**src/rtl/sw_seg_scan.sv**
```systemverilog
// Four-digit multiplexed 7-segment scan driver. The digit values are captured once per frame,
// each digit slot starts with a dead-time blank, and leading zeros can optionally be hidden.
module sw_seg_scan #(
    parameter int SCAN_DIV  = 100000,
    parameter int BLANK_CYC = 16
) (
    input  logic        CLK,
    input  logic        RESET,
    input  logic        EN,
    input  logic [15:0] DIGITS,
    input  logic [3:0]  DP,
    input  logic        LZ_SUPPRESS,
    output logic [11:0] SEG,
    output logic        FRAME
);

    localparam int CW = (SCAN_DIV > 1) ? $clog2(SCAN_DIV) : 1;
    localparam logic [CW-1:0] CNT_LAST  = CW'(SCAN_DIV - 1);
    localparam logic [CW-1:0] CNT_BLANK = CW'(BLANK_CYC);

    logic [CW-1:0] cnt_q, cnt_d;
    logic [1:0]    idx_q, idx_d;
    logic [15:0]   dsnap_q, dsnap_d;
    logic [3:0]    dpsnap_q, dpsnap_d;
    logic [11:0]   seg_q, seg_d;
    logic          frame_q, frame_d;

    logic [3:0]    zero_above;
    logic [3:0]    cur_digit;
    logic          suppress;

    // zero_above[i] is set when snapshot digits i..3 are all zero.
    genvar gi;
    generate
        for (gi = 0; gi < 4; gi++) begin : g_lz
            assign zero_above[gi] = (dsnap_q[15:4*gi] == '0);
        end
    endgenerate

    function automatic logic [6:0] decode(input logic [3:0] v);
        logic [6:0] r;
        case (v)
            4'h0: r = 7'h40;
            4'h1: r = 7'h79;
            4'h2: r = 7'h24;
            4'h3: r = 7'h30;
            4'h4: r = 7'h19;
            4'h5: r = 7'h12;
            4'h6: r = 7'h02;
            4'h7: r = 7'h78;
            4'h8: r = 7'h00;
            4'h9: r = 7'h10;
            4'hA: r = 7'h08;
            4'hB: r = 7'h03;
            4'hC: r = 7'h46;
            4'hD: r = 7'h21;
            4'hE: r = 7'h06;
            default: r = 7'h0E;
        endcase
        return r;
    endfunction

    assign cur_digit = dsnap_q[{idx_q, 2'b00} +: 4];
    assign suppress  = LZ_SUPPRESS && (idx_q != 2'd0) && zero_above[idx_q];

    always_comb begin
        cnt_d    = cnt_q;
        idx_d    = idx_q;
        dsnap_d  = dsnap_q;
        dpsnap_d = dpsnap_q;
        seg_d    = 12'hFFF;
        frame_d  = 1'b0;
        if (EN) begin
            if (cnt_q == '0 && idx_q == 2'd3) begin
                dsnap_d  = DIGITS;
                dpsnap_d = DP;
                frame_d  = 1'b1;
            end
            if (cnt_q == CNT_LAST) begin
                cnt_d = '0;
                idx_d = idx_q - 2'd1;
            end else begin
                cnt_d = cnt_q + 1'b1;
            end
            // Outputs follow the pre-edge slot state, so the snapshot cycle is always blank.
            if (cnt_q >= CNT_BLANK && !suppress) begin
                seg_d = {~(4'b0001 << idx_q), ~dpsnap_q[idx_q], decode(cur_digit)};
            end
        end else begin
            cnt_d = '0;
            idx_d = 2'd3;
        end
    end

    always_ff @(posedge CLK) begin
        if (RESET) begin
            cnt_q    <= '0;
            idx_q    <= 2'd3;
            dsnap_q  <= 16'h0000;
            dpsnap_q <= 4'h0;
            seg_q    <= 12'hFFF;
            frame_q  <= 1'b0;
        end else begin
            cnt_q    <= cnt_d;
            idx_q    <= idx_d;
            dsnap_q  <= dsnap_d;
            dpsnap_q <= dpsnap_d;
            seg_q    <= seg_d;
            frame_q  <= frame_d;
        end
    end

    assign SEG   = seg_q;
    assign FRAME = frame_q;

endmodule

```
**config.mk**
```make
export PLATFORM = sky130hd
export DESIGN_NAME = sw_seg_scan
export DESIGN_NICKNAME = d
export VERILOG_FILES = /design/src/rtl/sw_seg_scan.sv
export SDC_FILE = /design/constraint.sdc
export NUM_CORES = 1
export LEC_CHECK = 0
export ABC_CLOCK_PERIOD_IN_PS = 2300
export BUFFER_PORTS_ARGS = -buffer_cell sky130_fd_sc_hd__buf_2
export CAP_MARGIN = 15
export CORE_ASPECT_RATIO = 0.5
export CORE_MARGIN = 3
export CORE_UTILIZATION = 56
export CTS_CLUSTER_DIAMETER = 30
export DETAILED_ROUTE_END_ITERATION = 16
export GPL_ROUTABILITY_DRIVEN = 1
export GPL_TIMING_DRIVEN = 0
export PLACE_DENSITY = 0.79
export SETUP_SLACK_MARGIN = 0.02
export SLEW_MARGIN = 20
export SYNTH_ARGS = -nofsm -noshare
export SYNTH_HDL_FRONTEND = slang
export SYNTH_SLANG_ARGS = --single-unit
```
**constraint.sdc**
```tcl
create_clock -name CLK -period 2.3 [get_ports CLK]
set_input_delay 0.345 -clock CLK [delete_from_list [all_inputs] [get_ports CLK]]
set_output_delay 0.345 -clock CLK [all_outputs]
set_load 0.05 [all_outputs]
```
# Yosys cells after proc, flatten, opt, wreduce, memory -nomap -nowiden
# Memory sizes are Yosys's and may differ from the RTL's. A register that Yosys moved wholly into a read port is not among the register bits.
# Index checks and enable logic that the tools add are counted.
# word_totals
register_bits	52
latchBits	0
ram_bits	0
rom_bits	112
elab_cells	39
mem_count	1
# memory_table
name	depth	word_bits	rd	rd_clocked_by_memory_dff	wr	line	text
(no name shown)	16	7	1	1	0	42	case (v)
# classes
addsub	2
n_mul	0
div_mod_pow	0
order_cmp	2
eq_ne	2
shifts	2
mux	5
bitwise_logic	4
n_reduce_logical	15
# op_table
op	count
adder 17 x 1 -> 17 bit (second input constant)	1
equality test 17 bit (second input constant)	1
greater-or-equal comparator 17 x 5 -> 1 bit (second input constant)	1
logical NOT 17 bit	1
logical NOT 16 bit	1
variable part select 16 x 5 -> 4 bit	1
logical NOT 12 bit	1
logical NOT 8 bit	1
OR reduction 3 bit	2
binary-select mux 1 bit (select 2 bit)	2
logical AND 1 bit	4
logical NOT 4 bit	1
NOT 4 bit	1
left shift 1 x 2 -> 4 bit (first input constant)	1
less-than comparator 2 x 3 -> 1 bit (second input constant)	1
two-way mux 1 bit	3
NOT 1 bit	3
equality test 2 bit (second input constant)	1
AND reduction 2 bit	1
nonzero test 2 bit	1
OR reduction 2 bit	1
subtractor 2 x 1 -> 2 bit (second input constant)	1
logical NOT 1 bit	1

# Depth between registers and ports, before layout
# logic_depth
word_depth	8
ltp_mapped	8

# Least setup slack after synthesis
# OpenSTA, ideal clock, no wires.
# synth_path
path_type	register to register
start	register idx_q[1]
end	register seg_q[0], in the netlist SEG[0]
arrival_ns	1.767
required_time_ns	2.167
slack_ns	0.400
path_stages_with_launch	7
path_buffers	1
cell_sequence	dfxtp_1 -> buf_2 -> mux4_2 -> ha_1 -> or2b_1 -> o22ai_1 -> o21ai_1
# synth_via
elab_chain_cells	7
elab_cells_between_ends	10
cone_classes	shift (1); mux (2); bitwise (1); reduce/logical (6)
# synth_rtl
element	line	text
start, declared	22	logic [1:0] idx_q, idx_d;
start signal, assigned	105	idx_q <= idx_d;
binary-select mux 1 bit (select 2 bit) or nonzero test 2 bit (tied branches)	64	assign suppress = LZ_SUPPRESS && (idx_q != 2'd0) && zero_above[idx_q];
two-way mux 1 bit (not written as such) or logical AND 1 bit (tied branches)	64	
logical AND 1 bit	64	
logical NOT 1 bit	86	if (cnt_q >= CNT_BLANK && !suppress) begin
logical AND 1 bit	86	
NOT 1 bit (no line)	n/a	
OR reduction 3 bit (no line)	n/a	
end, declared	25	logic [11:0] seg_q, seg_d;
# Several ways; a longest one is shown, not always the timed one. The select of a mux whose other input is x is not followed.
# A chain may end at the register's enable or synchronous reset.

# Worst setup path after layout
# Same ends and word-level chain as after synthesis.

==> summary.txt <==
synthesized instance count: 246
Clock Path Buffers: 2
initial core utilization: 59.7%
Slew HR: 69.4%
Max VDD drop: 0.312 mV
first-pass GRT wire length: 7930 µm
CP max-delay cell: mux4_2
share of synthesized registers carrying an async set or reset: 0%
crit path time final: 2070 ps
Worst Hold Class: in2reg
unique cell type count in the Yosys netlist: 38
period utilisation layout: 89.9%
die area: 5130 µm²
adder-cell share of the synthesized area: 6.28%
Root Buffer: clkbuf_8
IO buf count: 36
Lkg Pwr: 1.11 nW
largest net degree at the start of global routing: 16
final number of max-transition violations: 0
DR DRC count: 0
total negative slack: 0 ps
Area Growth Syn to Fin: 14.2%
Post-CTS Resized: 0
max-cap violations: 0
Max Fclk: 483 MHz
Required @ worst endpoint: 2480 ps
number of synthesized flops with an enable pin: 0
initial antenna violation count: 0
CP top delay family: multiplexers
Post-Syn Area per Cell: 9.71 µm²
Post-CTS Setup Inserts: 0
dpl hpwl: 3540 µm
Synth Area in XOR/XNOR: 5.86%
grt ovf: 0
# rows: 16
most frequent cells in the layout: 52 x dfxtp_1, 47 x nor2_1, 39 x buf_2
largest stage delay on the critical path: 610 ps
final hold slack: 253 ps
Crit. End Element: register
antenna viol nets, final: 0
Syn. warnings: 0
drt wl/cell: 13.6 µm
CP Class: reg2reg
status: complete, no violations
syn nets: 282
Synth Area in Compound Gates: 4.35%
sequential area share after synthesis: 43.6%
CTS tree: yes
Yosys reg bits: 52
crit path launch type: register
cell breakdown of the critical path: buf_2 -> mux4_2 -> ha_1 -> or2b_1 -> o22ai_1 -> o21ai_1
die extent in y: 52.2 µm
DR vias: 1815
PD cells: 605 nW/µm²
io pins: 37
1st-iter DRT viols: 61
Clock Pin Slew Worst Setup and Hold Paths: 90 ps
vias per cell: 5.28
GRT Total Usage: 19.8%
worst clock skew: 9.19 ps
# setup viols final: 0
GP Congestion: 0.852
CP bufs+invs: 1
arrival time worst endpoint: 2250 ps
post-synth design cell area: 2390 µm²
commonest non-fill, non-tap cell in the layout: dfxtp_1
TritonRoute pass-1 iters: 4
vias in the first global route: 1782
# diodes: 0
H-tree depth: 2
CTS Sinks: 52
main combinational cell family by area after synthesis: simple AND/OR/NAND/NOR gates
WL final: 4680 µm
Skew-Pair Late Insertion Delay: 300 ps
Slew @ Worst Pin: 459 ps
RSZ-0062 raised after global routing: false
CP Max Fanout: 9
simple-gate share of the synthesized area: 20.3%
CTS Buf Count: 5
# hold bufs at CTS: 0
share of layout cells above drive strength 1: 23.1%
Post-synth top flop: dfxtp_1
Final nets: 325
die width: 98.4 µm
Final Hold Viols: 0
mux contribution to synthesized area: 14.4%
core area: 4000 µm²
==> synth_stat cells (3+ instances only) <==
| master | instances | area share (%) |
|---|---|---|
| nand2_1 | 19 | 3.0 |
| xor2_1 | 8 | 2.9 |
| clkbuf_1 | 3 | 0.47 |
| ha_1 | 12 | 6.3 |
| mux2i_1 | 22 | 9.2 |
| nand3_1 | 7 | 1.5 |
| nor4_1 | 6 | 1.6 |
| dfxtp_1 | 52 | 44 |
| nand4_1 | 4 | 1.0 |
| buf_2 | 3 | 0.63 |
| buf_4 | 3 | 0.94 |
| o211ai_1 | 5 | 1.6 |
| nor2_1 | 47 | 7.4 |
| nor3_1 | 4 | 0.84 |
| mux4_2 | 5 | 4.7 |
| a21oi_1 | 4 | 0.84 |
| inv_1 | 9 | 1.4 |
| xnor2_1 | 8 | 2.9 |
==> registers in the layout (all words and copies together) (netlist names) <==
signal,count
idx_q,2
SEG,12
dpsnap_q,4
dsnap_q,16
cnt_q,17
FRAME,1
==> area by class of cell <==
class / count / area [µm²]
flip-flops and latches: 52 / 1040
inverters: 9 / 33.8
clock inverters: 2 / 10.0
clock buffers: 6 / 82.6
fillers: 323 / 1270
repair buffers: 36 / 180
multi-input cells: 173 / 1220
plain buffers: 12 / 91.3
well taps: 54 / 67.6
==> worst reg2reg max path, stage by stage, from the launching register on <==
cell and delay, ps:
dfxtp_1 360, buf_2 250, mux4_2 610, ha_1 270
or2b_1 240, o22ai_1 150, o21ai_1 80
==> kinds of logic (layout without fill, tap and decap cells) <==
| group | after synthesis | count (layout) |
|---|---|---|
| AOI/OAI and AO/OA | 16 | 16 |
| xor gates and xnor gates | 16 | 16 |
| adders and majority gates | 12 | 12 |
| buffers and inverters | 21 | 65 |
| DFF | 52 | 52 |
| muxes | 28 | 28 |
| and+or+nand+nor | 101 | 101 |
==> per-layer routing <==
layer,wire (µm),up-vias,global-route usage (%)
li1,-,922,-
met1,2130,829,22.9
met2,2210,51,35.0
met3,260,13,5.58
met4,71,0,8.39
met5,0,-,0
==> power by group <==
group | leakage (nW) | switching (mW) | internal (mW)
combinational | 0.634 | 0.0895 | 0.0851
clock | 0.0510 | 0.289 | 0.241
sequential | 0.423 | 0.0213 | 0.926
total | 1.11 | 0.400 | 1.25
==> stage by stage <==
step           instance area [µm²]  std cells  setup slack, ps  util [%]  power (mW)
3_5_place_dp                  2640        336              237      65.9        1.14
2_1_floorplan                 2390        246              400         -        1.09
3_3_place_gp                  2640        336              249      65.9        1.13
6_report                      2730        344              231      68.2        1.65
5_1_grt                       2730        344             93.8      68.2        1.72
4_1_cts                       2730        344              218      68.2        1.67
==> final timing paths <==
path / from / end / slack (ps) / cells past startpoint
min reg2reg: cnt_q[0]$_SDFF_PP0_ / cnt_q[0]$_SDFF_PP0_ / 490 / 1
min: RESET / FRAME$_SDFF_PP0_ / 250 / 2
max: idx_q[1]$_SDFFE_PP1P_ / SEG[0]$_SDFF_PP1_ / 230 / 6
max reg2reg: idx_q[1]$_SDFFE_PP1P_ / SEG[0]$_SDFF_PP1_ / 230 / 6
No activity file was read; power rests on OpenSTA's default activity.
